## src/rtl/t09_lcd_cmd_sequencer.sv

```systemverilog
// t09_lcd_cmd_sequencer
// Drives an 8080-style 8-bit LCD write bus on behalf of the game control FSM.
// On init_cycle it emits the controller init sequence (with two long settle
// delays); on en_update it writes one filled CELL_PX x CELL_PX square cell
// (column/row window set, memory write, pixel burst). Each bus byte takes two
// cycles: phase A with wr_n low, phase B with wr_n high and the byte held.
//
// Ports:
//   clk, nrst              clock, asynchronous active-low reset
//   init_cycle             level request: run the init sequence
//   en_update              level request: draw one cell (needs init_ok)
//   sync_reset             synchronous abort; also clears init_ok
//   cell_x, cell_y         cell column/row, latched at update start
//   cell_color             RGB565 fill colour, latched at update start
//   cmd_done               one-cycle pulse when a sequence completes
//   busy                   high from first bus cycle through the last one
//   init_ok                high once an init sequence has completed
//   lcd_cs_n, lcd_wr_n     chip select / write strobe (both active-low)
//   lcd_dcx, lcd_data      0 = command, 1 = data; bus byte
module t09_lcd_cmd_sequencer #(
  parameter int CELL_PX   = 10,
  parameter int DELAY_CYC = 1200000
) (
  input  logic        clk,
  input  logic        nrst,
  input  logic        init_cycle,
  input  logic        en_update,
  input  logic        sync_reset,
  input  logic [4:0]  cell_x,
  input  logic [4:0]  cell_y,
  input  logic [15:0] cell_color,
  output logic        cmd_done,
  output logic        busy,
  output logic        init_ok,
  output logic        lcd_cs_n,
  output logic        lcd_wr_n,
  output logic        lcd_dcx,
  output logic [7:0]  lcd_data
);

  localparam int UPD_BYTES = 11 + 2 * CELL_PX * CELL_PX;
  localparam int IDX_W     = $clog2(UPD_BYTES);
  localparam int DLY_W     = (DELAY_CYC > 0) ? $clog2(DELAY_CYC + 1) : 1;

  localparam logic [IDX_W-1:0] UPD_LAST  = IDX_W'(UPD_BYTES - 1);
  localparam logic [IDX_W-1:0] INIT_LAST = IDX_W'(4);
  localparam logic [DLY_W-1:0] DLY_LOAD  = DLY_W'(DELAY_CYC);

  typedef enum logic [1:0] {S_IDLE, S_INIT, S_UPD, S_DONE} state_t;

  state_t             state, state_nx;
  logic [IDX_W-1:0]   idx, idx_nx;       // byte index within the sequence
  logic               ph, ph_nx;         // 0: next output is phase A, 1: phase B
  logic [DLY_W-1:0]   dly, dly_nx;       // remaining settle-delay cycles
  logic               is_init, is_init_nx;
  logic               latch_en;

  logic               cmd_done_nx, busy_nx, init_ok_nx;
  logic               cs_n_nx, wr_n_nx, dcx_nx;
  logic [7:0]         data_nx;

  logic [4:0]         cx, cy;
  logic [15:0]        col;
  logic [15:0]        xs, xe, ys, ye;
  logic [3:0]         idx_lo;
  logic               cur_dcx;
  logic [7:0]         cur_data;

  // Cell parameters are captured once so the caller may change them mid-burst.
  always_ff @(posedge clk) begin
    if (latch_en) begin
      cx  <= cell_x;
      cy  <= cell_y;
      col <= cell_color;
    end
  end

  assign xs     = 16'(cx) * 16'(CELL_PX);
  assign xe     = xs + 16'(CELL_PX - 1);
  assign ys     = 16'(cy) * 16'(CELL_PX);
  assign ye     = ys + 16'(CELL_PX - 1);
  assign idx_lo = idx[3:0];

  // Byte selected by the current index. Pixel bytes start at index 11, so an
  // odd index is the colour high byte and an even one the low byte.
  always_comb begin
    cur_dcx  = 1'b0;
    cur_data = 8'h00;
    if (is_init) begin
      case (idx_lo)
        4'd0:    cur_data = 8'h01;
        4'd1:    cur_data = 8'h11;
        4'd2:    cur_data = 8'h3A;
        4'd3:    begin cur_dcx = 1'b1; cur_data = 8'h55; end
        default: cur_data = 8'h29;
      endcase
    end else if (idx >= IDX_W'(11)) begin
      cur_dcx  = 1'b1;
      cur_data = idx[0] ? col[15:8] : col[7:0];
    end else begin
      cur_dcx = 1'b1;
      case (idx_lo)
        4'd0:    begin cur_dcx = 1'b0; cur_data = 8'h2A; end
        4'd1:    cur_data = xs[15:8];
        4'd2:    cur_data = xs[7:0];
        4'd3:    cur_data = xe[15:8];
        4'd4:    cur_data = xe[7:0];
        4'd5:    begin cur_dcx = 1'b0; cur_data = 8'h2B; end
        4'd6:    cur_data = ys[15:8];
        4'd7:    cur_data = ys[7:0];
        4'd8:    cur_data = ye[15:8];
        4'd9:    cur_data = ye[7:0];
        default: begin cur_dcx = 1'b0; cur_data = 8'h2C; end
      endcase
    end
  end

  // Next-state and next-output logic; every output is registered from here,
  // so the bus lags the controlling state by one cycle.
  always_comb begin
    state_nx    = state;
    idx_nx      = idx;
    ph_nx       = ph;
    dly_nx      = dly;
    is_init_nx  = is_init;
    latch_en    = 1'b0;
    cmd_done_nx = 1'b0;
    busy_nx     = 1'b0;
    init_ok_nx  = init_ok;
    cs_n_nx     = 1'b1;
    wr_n_nx     = 1'b1;
    dcx_nx      = lcd_dcx;
    data_nx     = lcd_data;

    if (sync_reset) begin
      state_nx   = S_IDLE;
      init_ok_nx = 1'b0;
      idx_nx     = '0;
      ph_nx      = 1'b0;
      dly_nx     = '0;
    end else begin
      case (state)
        S_IDLE: begin
          idx_nx = '0;
          ph_nx  = 1'b0;
          dly_nx = '0;
          if (init_cycle) begin
            state_nx   = S_INIT;
            is_init_nx = 1'b1;
          end else if (en_update && init_ok) begin
            state_nx   = S_UPD;
            is_init_nx = 1'b0;
            latch_en   = 1'b1;
          end
        end
        S_INIT, S_UPD: begin
          cs_n_nx = 1'b0;
          busy_nx = 1'b1;
          if (dly != '0) begin
            dly_nx = dly - 1'b1;
          end else if (!ph) begin
            wr_n_nx = 1'b0;
            dcx_nx  = cur_dcx;
            data_nx = cur_data;
            ph_nx   = 1'b1;
          end else begin
            ph_nx = 1'b0;
            if (idx == (is_init ? INIT_LAST : UPD_LAST)) begin
              state_nx = S_DONE;
            end else begin
              idx_nx = idx + 1'b1;
              // Software reset (0x01) and sleep-out (0x11) need settle time.
              if (is_init && idx <= IDX_W'(1)) dly_nx = DLY_LOAD;
            end
          end
        end
        S_DONE: begin
          cmd_done_nx = 1'b1;
          if (is_init) init_ok_nx = 1'b1;
          state_nx = S_IDLE;
        end
        default: state_nx = S_IDLE;
      endcase
    end
  end

  always_ff @(posedge clk or negedge nrst) begin
    if (!nrst) begin
      state    <= S_IDLE;
      idx      <= '0;
      ph       <= 1'b0;
      dly      <= '0;
      is_init  <= 1'b0;
      cmd_done <= 1'b0;
      busy     <= 1'b0;
      init_ok  <= 1'b0;
      lcd_cs_n <= 1'b1;
      lcd_wr_n <= 1'b1;
      lcd_dcx  <= 1'b0;
      lcd_data <= 8'h00;
    end else begin
      state    <= state_nx;
      idx      <= idx_nx;
      ph       <= ph_nx;
      dly      <= dly_nx;
      is_init  <= is_init_nx;
      cmd_done <= cmd_done_nx;
      busy     <= busy_nx;
      init_ok  <= init_ok_nx;
      lcd_cs_n <= cs_n_nx;
      lcd_wr_n <= wr_n_nx;
      lcd_dcx  <= dcx_nx;
      lcd_data <= data_nx;
    end
  end

endmodule

```

## config.mk

```make
export PLATFORM = sky130hd
export DESIGN_NAME = t09_lcd_cmd_sequencer
export DESIGN_NICKNAME = d
export VERILOG_FILES = /design/src/rtl/t09_lcd_cmd_sequencer.sv
export SDC_FILE = /design/constraint.sdc
export NUM_CORES = 1
export LEC_CHECK = 0
export CAP_MARGIN = 20
export CORE_MARGIN = 2
export CORE_UTILIZATION = 50
export DETAILED_ROUTE_END_ITERATION = 8
export HOLD_SLACK_MARGIN = 0.15
export PLACE_DENSITY = 0.71
export SYNTH_ARGS = -nofsm -noshare
export SYNTH_HDL_FRONTEND = slang
export SYNTH_SLANG_ARGS = --single-unit
```

## constraint.sdc

```tcl
create_clock -name clk -period 7.2 [get_ports clk]
set_input_delay 1.44 -clock clk [delete_from_list [all_inputs] [get_ports clk]]
set_output_delay 1.44 -clock clk [all_outputs]
set_load 0.1 [all_outputs]
```

==> flow_metrics.py <==
metrics = {
    "status": {
        "status": "complete, no violations",
    },
    "sta": {
        "hold_violations": 0,
        "max_slew.worst_pin.slew_ns": 0.979,
        "max_freq_mhz": 289,
        "maxSlewViolCount": 0,
        "finalSetupViolations": 0,
        "fin_crit_sh_pct": 48.0,
        "fin_hold_ws_ns": 0.495,
        "rsz0062_at_grt": "no",
        "skew_ns": 0.0123,
        "setup_tns_ns": 0,
        "relSlewSlack_pct": 34.5,
        "period_minus_slack_ns": 3.46,
    },
    "setup_path": {
        "slowest_delay_ns": 1.13,
        "critPathKind": "register to output pin",
        "reg2reg_slack_ns": 4.19,
        "cp_top_family": "buffers and inverters",
        "startpoint_type": "register",
        "worstSetupEndpointType": "output pin",
        "crit_required_ns": 5.76,
        "critPathMaxFanout": 1,
        "worstPathArrival_ns": 2.02,
        "path_cells": "clkdlybuf4s50_1",
        "slowest_stage": "clkdlybuf4s50_1",
        "path_buf_inv": 1,
    },
    "placement": {
        "io_buffers": 44,
        "gp_congestion": 0.903,
        "dp_hpwl_um": 7550,
    },
    "finish": {
        "final_core_util_pct": 59.7,
        "n_fill_cell": 760,
        "finalNetCount": 554,
        "syn_to_final_growth_pct": 15.5,
        "drive_above_1_share_pct": 9.52,
        "diodes": 0,
    },
    "clock_network": {
        "clkSlewWorstSetupHoldPaths_ns": 0.08,
        "post_cts_resized": 0,
        "cts_made_buffers": 9,
        "h-tree-depth": 3,
        "cts_tree": "built",
        "post-cts-setup-buffers": 0,
        "clock_latency_ns": 0.36,
        "postCtsHoldBufs": 0,
        "clock-sinks": 73,
        "cts_root_buffer": "clkbuf_8",
        "clockBufferDepth": 2,
    },
    "die": {
        "die_h_um": 98.9,
        "die-area_um2": 9790,
        "initial_utilization_pct": 51.7,
        "die_w_um": 98.9,
        "io_pins": 45,
        "coreArea_um2": 8720,
        "rows": 34,
    },
    "route": {
        "routed_wl_um": 10500,
        "drtIter0Drc": 350,
        "ant_nets": 0,
        "route.detailed.drc": 0,
        "vias": 3747,
        "via_per_inst": 6.12,
        "routedWlPerCell_um": 17.2,
        "drt_first_pass_iters": 5,
    },
    "power_and_ir_drop": {
        "internal_power_w": 0.00110,
        "power_density_nw_per_um2": 415,
        "clockPowerShare_pct": 16.8,
        "p_total_w": 0.00216,
        "p_leak_nw": 2.14,
        "switching_share_pct": 49.0,
        "p_seq_share_pct": 28.5,
        "p_switching_w": 0.00106,
        "vdd_ir_drop_max_mv": 0.238,
        "pwr-share-comb_pct": 54.7,
    },
    "grt": {
        "grt_max_degree": 48,
        "gr-total-overflow": 0,
        "antenna_found_initial": 0,
        "grt_use_total_pct": 22.4,
        "grt_pass1_vias": 3579,
        "grt_pass1_wl_um": 17500,
    },
    "logic_synthesis": {
        "syn_avg_cell_area_um2": 9.80,
        "ys_types": 76,
        "ys_ff_latch": 73,
        "syn_nets": 515,
        "synth.cells.most_frequent": "nand2_1, dfrtp_1, nor2_1",
        "synthCells": 460,
        "synth_edf_count": 26,
        "ys_seq_area_share_pct": 43.5,
        "synth.top_cell.area_share_pct": 25.0,
        "ys_warn_count": 0,
        "synth.largest_area_cell": "dfrtp_1",
        "netlist_area_um2": 4510,
        "async_flop_share_pct": 64.4,
        "synth_flop_cell": "dfrtp_1",
        "yosysMostFrequentCell": "nand2_1",
        "synthTopCellsByArea": "dfrtp_1, edfxtp_1, ha_1",
    },
    "job": {
        "maxCapViolations": 0,
    },
    "min_path": {
        "hold_class": "register to register",
    },
}
## placed cells by master, fill, tap and decap left out, drive strengths merged, types with 7 or more instances in the layout
| cell | Yosys | final |
|---|---|---|
| nand2 | 50 | 50 |
| dfrtp | 45 | 45 |
| clkdlybuf4s50 | 0 | 43 |
| nor2 | 41 | 41 |
| o21ai | 35 | 35 |
| a21oi | 29 | 29 |
| edfxtp | 26 | 26 |
| ha | 22 | 22 |
| nand3 | 18 | 18 |
| inv | 15 | 17 |
| nor3 | 14 | 14 |
| mux2i | 10 | 10 |
| clkbuf | 12 | 10 |
| nor4 | 10 | 10 |
| or3 | 9 | 9 |
| nand2b | 7 | 7 |
| xor2 | 7 | 7 |
## metrics by stage
stage / instances / cell area, µm² / setup slack, ns
after floorplan: 460 / 4510 / 3.91
after global placement: 595 / 4970 / 3.51
after detailed placement: 595 / 4970 / 3.44
after CTS: 611 / 5190 / 3.72
after global routing: 612 / 5210 / 3.65
final: 612 / 5210 / 3.74
## final timing paths
check / endpoint / from / cells after the start
max: lcd_cs_n / lcd_cs_n / 1
min: lcd_data[3] / lcd_data[3] / 1
max reg2reg: lcd_data[0] / cy[4] / 8
min reg2reg: lcd_data[3] / lcd_data[3] / 1
max in group asynchronous: lcd_wr_n / nrst / 2
min in group asynchronous: dly[9] / nrst / 1
## sequential cells by signal, indices dropped and copies added, names as in the netlist
signal    flops
lcd_cs_n      1
state         2
dly          21
idx           8
busy          1
lcd_dcx       1
is_init       1
lcd_data      8
init_ok       1
col          16
ph            1
cx            5
lcd_wr_n      1
cmd_done      1
cy            5
## power groups by stage
stage / Combinational, W / Sequential [W] / Clock (W)
after detailed placement: 0.00116 / 0.000621 / 0
after CTS: 0.00117 / 0.000613 / 0.000371
after global routing: 0.00129 / 0.000629 / 0.000390
after global placement: 0.00115 / 0.000616 / 0
after floorplan: 0.000724 / 0.000795 / 0
final: 0.00118 / 0.000614 / 0.000363
## area by class of cell
cell class              count  area (µm²)  share of cell area (%)
multi-input cells         353        2360                    45.4
flip-flops and latches     73        1960                    37.6
repair buffers             47         470                    9.04
well taps                 108         135                    2.60
clock buffers              10         131                    2.52
clock inverters             6        88.8                    1.71
inverters                  15        56.3                    1.08
## metal layers
layer	track usage (%)	vias up	routed length (µm)
met2	34.2	162	4680
met5	0	-	0
met3	4.82	13	858
li1	-	1785	-
met4	5.69	0	138
met1	32.7	1787	4840
## kinds of logic after synthesis
family                     synth area share [%]
adders and majority gates                  7.00
DFF                                        43.5
and+or+nand+nor                            23.2
buffers and inverters                      4.11
AOI/OAI and AO/OA                          16.0
muxes                                      3.47
xor gates and xnor gates                   2.83
No activity file was read; power rests on OpenSTA's default activity.
